`src/rtl/movegen_cell.sv`:
```
// Per-square move generator cell: drives the piece's rays, passes them through empty squares,
// detects move classes landing here, and queues one record per class for the move arbiter.
module movegen_cell #(
  parameter int RANK      = 1,
  parameter int FILE      = 1,
  parameter int NRANKS    = 8,
  parameter int NFILES    = 8,
  parameter int KING_FILE = 5,
  parameter int IDX_W     = $clog2(NRANKS*NFILES)
) (
  input  logic             clk,
  input  logic             rst,
  input  logic             in_pos_valid,
  input  logic [3:0]       in_pos_data,
  output logic [3:0]       out_pos_data,
  input  logic             wtp,
  input  logic [3:0]       i_castle_rights,
  input  logic             emit_move,
  input  logic             i_capture,
  output logic [3:0]       o_pawn,
  input  logic [5:0]       i_pawn,
  output logic [7:0]       o_king,
  input  logic [7:0]       i_king,
  output logic [7:0]       o_slide,
  input  logic [7:0]       i_slide,
  output logic [7:0]       o_knight,
  input  logic [7:0]       i_knight,
  output logic [1:0]       o_castle,
  input  logic [1:0]       i_castle,
  output logic             o_req,
  input  logic             i_gnt,
  output logic [IDX_W-1:0] o_target,
  output logic [2:0]       o_kind,
  output logic             o_promo
);

  localparam bit DBL_N    = (RANK == 3);
  localparam bit DBL_S    = (RANK == NRANKS - 2);
  localparam bit KING_ROW = (RANK == 1) || (RANK == NRANKS);
  localparam bit HOME     = KING_ROW && (FILE == KING_FILE);
  localparam bit CAS_E    = (FILE == KING_FILE + 2);
  localparam bit CAS_W    = (FILE == KING_FILE - 2);
  localparam bit PROMO_W  = (RANK == NRANKS);
  localparam bit PROMO_B  = (RANK == 1);

  typedef enum logic {IDLE, PEND} state_t;

  state_t     state;
  logic [3:0] pos;
  logic [5:0] mask;
  logic       wtp_q;

  logic [2:0] ptype;
  logic       empty, opp;
  logic       wp, bp, orth, diag;
  logic [5:0] hits, low, mask_next;
  logic       wtp_next;
  logic [2:0] kind_next;

  assign out_pos_data = pos;
  assign o_target     = IDX_W'((RANK - 1) * NFILES + (FILE - 1));
  assign o_req        = (state == PEND);

  assign ptype = pos[2:0];
  assign empty = (pos == 4'd0);
  assign opp   = !empty && (pos[3] != wtp);

  // Pawns only push forward for their own colour; double push is a pass-through on rank 3 / NRANKS-2.
  assign wp     = emit_move && (pos == 4'hE);
  assign bp     = emit_move && (pos == 4'h6);
  assign o_pawn = {bp, wp, bp | (DBL_S & empty & i_pawn[3]), wp | (DBL_N & empty & i_pawn[0])};

  assign o_king   = {8{emit_move && (ptype == 3'd1)}};
  assign o_knight = {8{emit_move && (ptype == 3'd5)}};

  assign orth    = emit_move && (ptype == 3'd2 || ptype == 3'd3);
  assign diag    = emit_move && (ptype == 3'd2 || ptype == 3'd4);
  assign o_slide = {diag, orth, diag, orth, diag, orth, diag, orth} | ({8{empty}} & i_slide);

  always_comb begin
    o_castle = 2'b00;
    if (HOME) begin
      o_castle = (RANK == 1) ? {i_castle_rights[0], i_castle_rights[1]}
                             : {i_castle_rights[2], i_castle_rights[3]};
    end else if (KING_ROW && empty) begin
      o_castle = i_castle;
    end
  end

  assign hits[0] = empty && (i_pawn[0] || i_pawn[3]);
  assign hits[1] = opp && (i_pawn[1] || i_pawn[2] || i_pawn[4] || i_pawn[5]);
  assign hits[2] = (empty || opp) && (|i_king);
  assign hits[3] = (empty || opp) && (|i_slide);
  assign hits[4] = (empty || opp) && (|i_knight);
  assign hits[5] = empty && ((CAS_E && i_castle[0]) || (CAS_W && i_castle[1]));

  function automatic logic [2:0] first_set(input logic [5:0] m);
    logic [2:0] k;
    k = 3'd0;
    for (int b = 5; b >= 0; b--) begin
      if (m[b]) k = 3'(b);
    end
    return k;
  endfunction

  // Grant retires the current (lowest) class before new hits merge, so a re-hit survives.
  assign low       = mask & (~mask + 6'd1);
  assign mask_next = (mask & ~((o_req && i_gnt) ? low : 6'd0)) | (i_capture ? hits : 6'd0);
  assign wtp_next  = i_capture ? wtp : wtp_q;
  assign kind_next = first_set(mask_next);

  always_ff @(posedge clk) begin
    if (rst) begin
      state   <= IDLE;
      pos     <= 4'd0;
      mask    <= 6'd0;
      wtp_q   <= 1'b0;
      o_kind  <= 3'd0;
      o_promo <= 1'b0;
    end else begin
      if (in_pos_valid) pos <= in_pos_data;
      mask    <= mask_next;
      wtp_q   <= wtp_next;
      state   <= (mask_next != 6'd0) ? PEND : IDLE;
      o_kind  <= kind_next;
      o_promo <= (mask_next != 6'd0) && (kind_next <= 3'd1) &&
                 ((wtp_next && PROMO_W) || (!wtp_next && PROMO_B));
    end
  end

endmodule

```
`config.mk`:
```
export PLATFORM = sky130hd
export DESIGN_NAME = movegen_cell
export DESIGN_NICKNAME = d
export VERILOG_FILES = /design/src/rtl/movegen_cell.sv
export SDC_FILE = /design/constraint.sdc
export NUM_CORES = 1
export LEC_CHECK = 0
export CAP_MARGIN = 0
export CORE_ASPECT_RATIO = 0.5
export CORE_MARGIN = 2
export CORE_UTILIZATION = 35
export DETAILED_ROUTE_END_ITERATION = 7
export PLACE_DENSITY = 0.85
export SLEW_MARGIN = 25
export SYNTH_ARGS = -nofsm -noshare
export SYNTH_HDL_FRONTEND = slang
export SYNTH_SLANG_ARGS = --single-unit
```
`constraint.sdc`:
```
create_clock -name clk -period 4.3 [get_ports clk]
set_input_delay 1.075 -clock clk [delete_from_list [all_inputs] [get_ports clk]]
set_output_delay 1.075 -clock clk [all_outputs]
set_load 0.02 [all_outputs]
```
==> summary.txt <==
Run status
  • Result of the run: finished, final reports clean

Clocking
  • Clock net sink count: 16
  • Total of hold buffers inserted after clock tree synthesis: 0
  • Clock transition at the registers of the reported paths: about 60 ps
  • Clock tree from TritonCTS: done
  • Maximum clock insertion buffer count: 2
  • Cells resized by post-CTS repair: 0
  • Root buffer selected by CTS: sky130_fd_sc_hd__clkbuf_8
  • Post-CTS repair timing setup buffer count: 0
  • H-tree levels: 1
  • Clk_lat worst skew: approximately 250 ps
  • Clock buffers created by TritonCTS: 3

Power and ir drop
  • Power, Total: ~0.00049 W
  • Power per unit of standard cell area: 261 mW/mm2
  • Leakage power: 0.736 nW
  • Highest ir drop seen on vdd: 178 uV

Floorplanning
  • Core Area: ~0.003 mm2
  • Starting utilization of the core area: ~37%
  • Number of cell rows: 14
  • Die width: 84.1 um
  • Top-Level Pins: 92
  • Die Outline Area: 0.00370 mm2
  • DIE HEIGHT: roughly 44 um

Global route
  • Aggregate global routing overflow: 0
  • First-pass GRT wire length: around 5300 um
  • Via count of the first global-routing pass: about 1.2k
  • Number of antenna violations at the first check in global routing: 0
  • Largest net degree at the start of global routing: 14
  • Global-route usage over all layers: approximately 18%

Setup path
  • Critical path's top delay family: buffers and inverters
  • Slowest stage delay, CP: around 620 ps
  • Cell chain of the critical path: clkdlybuf4s50_1, nand2_1, nor3b_1, nor2b_1, clkdlybuf4s50_1
  • Worst setup EP type: primary output
  • Slowest library cell on the worst path: sky130_fd_sc_hd__clkdlybuf4s50_1
  • Worst path bufs/invs: 2
  • Required time of the critical path: 3220 ps
  • Critical setup path kind: input port to primary output
  • Data arrival at the endpoint of the critical path: ~2800 ps
  • Worst Setup Start Kind: input port
  • Cell repeated most along the worst path: sky130_fd_sc_hd__clkdlybuf4s50_1
  • Maximum fanout along the worst path: 6

Synth
  • Post-synth design cell area: ~0.0011 mm2
  • Avg Cell Area, Syn: between 7 and 8 um2
  • Share of synthesized flip-flops with an asynchronous set or reset: 0%
  • Number of synthesized flops with an enable pin: 0
  • Sequential cell area fraction in the yosys report: ~29%
  • Yosys warning total: 0
  • Ranking of synthesized cells by area: sky130_fd_sc_hd__dfxtp_1, sky130_fd_sc_hd__buf_4, sky130_fd_sc_hd__nand2_1
  • Post-synth top flop: sky130_fd_sc_hd__dfxtp_1
  • Cell taking the most area after synthesis: sky130_fd_sc_hd__dfxtp_1
  • Number of distinct library cells after synthesis: a little over 40
  • Count leader, synth: sky130_fd_sc_hd__buf_4
  • Post-synthesis sequential element count: 16
  • Cells after synthesis: 141
  • Top-area cell type share of the netlist area: between 20% and 30%
  • Ranking of synthesized cells by instance count: sky130_fd_sc_hd__buf_4, sky130_fd_sc_hd__nand2_1, sky130_fd_sc_hd__dfxtp_1, sky130_fd_sc_hd__nor2_1

Routing
  • ANT nets after route: 0
  • Average detailed-routed wire length per instance: around 13 um
  • Number of vias per cell: just under 5
  • Post-detailed-route DRC marker count: 0
  • DRT iter0 DRCs: 42
  • Total via count in the routed design: 1197
  • Routed wire length: around 3300 um
  • Router iterations before antenna repair: 4

Timing
  • Minimum hold slack: between 400 and 500 ps
  • Tmin final: 3880 ps
  • Number of hold violations in the final report: 0
  • Final clock skew: ~2.9 ps
  • Setup repair after global routing missed its margin: no
  • Achievable Freq: 257 MHz
  • Transition time of the tightest slew-check pin: about 630 ps
  • Setup-failing EPs final: 0
  • Tcrit/Tclk final: around nine tenths
  • Setup_tns: 0 ps
  • Slew margin rel.: a little under three fifths
  • Final setup slack of the worst path: roughly 420 ps
  • Fin. max-slew vios: 0

Placement
  • Count of input and output buffers: 81
  • DP HPWL: between 2000 and 3000 um
  • Number of instances in the placed design: 240
  • Placer congestion estimate: between 0.8 and 0.9
  • Pre-CTS worst setup slack: 426 ps

Layout
  • Non-filler instance count after layout: 244
  • Nets: between 200 and 300
  • Antenna fix cells: 0
  • Fraction of layout instances using a drive strength above 1: ~4.4%
  • Count of filler cells inserted in the layout: 253
  • Layout Area Growth over Synthesis: 66.1%

Hold path
  • Tightest Hold Check Type: register to register

Run
  • Maximum capacitance violations: 0
[flip-flops by register name (all words and copies together), names as in the netlist]
| name | flops |
|---|---|
| mask | 6 |
| out_pos_data | 4 |
| o_kind | 3 |
| o_promo | 1 |
| o_req | 1 |
| wtp_q | 1 |
[cells by family after synthesis]
family	after synthesis	synth area share, %
simple gates	62	30.7
buf+inv	30	18.8
compound gates	26	16.4
flops	16	28.5
mux	5	4.46
xor+xnor	1	0.781
other cells	1	0.334
[power breakdown]
part	leakage [nW]	total (W)	internal, W	switching [W]
logic	0.575	0.000181	0.0000979	0.0000827
clock network	0.0288	0.000134	0.0000813	0.0000529
registers	0.132	0.000172	0.000160	0.0000123
total	0.736	0.000487	0.000339	0.000148
[through the flow]
stage          cell area [um2]  utilization, %
2_1_floorplan             1140               -
3_3_place_gp              1810            59.7
3_5_place_dp              1810            59.7
4_1_cts                   1860            61.5
5_1_grt                   1860            61.5
6_report                  1860            61.5
[layer usage]
layer	GRT usage (%)	part of all wire, %
met4	5.16	1.2
met5	0	0
met3	4.85	4.7
met2	34.1	52
met1	20.7	42
[cell type report]
class	count	area [um2]	share of cell area, %
flip-flops and latches	16	320	17.2
clock buffers	4	55.1	2.95
multi-input cells	100	609	32.7
well taps	40	50.0	2.68
inverters	1	3.75	0.201
repair buffers	83	826	44.3
[worst register-to-register path, delay by kind of cell (launching register included)]
| kind | cells | cell delay (ps) |
|---|---|---|
| flops | 1 | 450 |
| simple gates | 4 | 1520 |
[final timing paths]
path | cells past startpoint | slack [ps] | endpoint | start
setup / recovery | 5 | 420 | o_pawn[1] | emit_move
hold / removal | 2 | 500 | wtp_q$_SDFF_PP0_ | wtp_q$_SDFF_PP0_
setup reg to reg | 4 | 2280 | o_kind[2]$_SDFF_PP0_ | out_pos_data[1]$_SDFFE_PP0P_
hold reg to reg | 2 | 500 | wtp_q$_SDFF_PP0_ | wtp_q$_SDFF_PP0_
[layout by cell type, fill, tap and decap left out, drive strengths merged, types with 2 or more instances in the layout]
cell	count
a21o	4
a21oi	7
a22oi	2
and2	5
buf	2
clkbuf	4
clkdlybuf4s50	81
conb	6
dfxtp	16
mux2i	5
nand2	20
nand3b	2
nor2	12
nor3	2
nor3b	3
nor4	8
o31a	2
or2	2
Note: power is estimated with default switching activity, not from simulation.
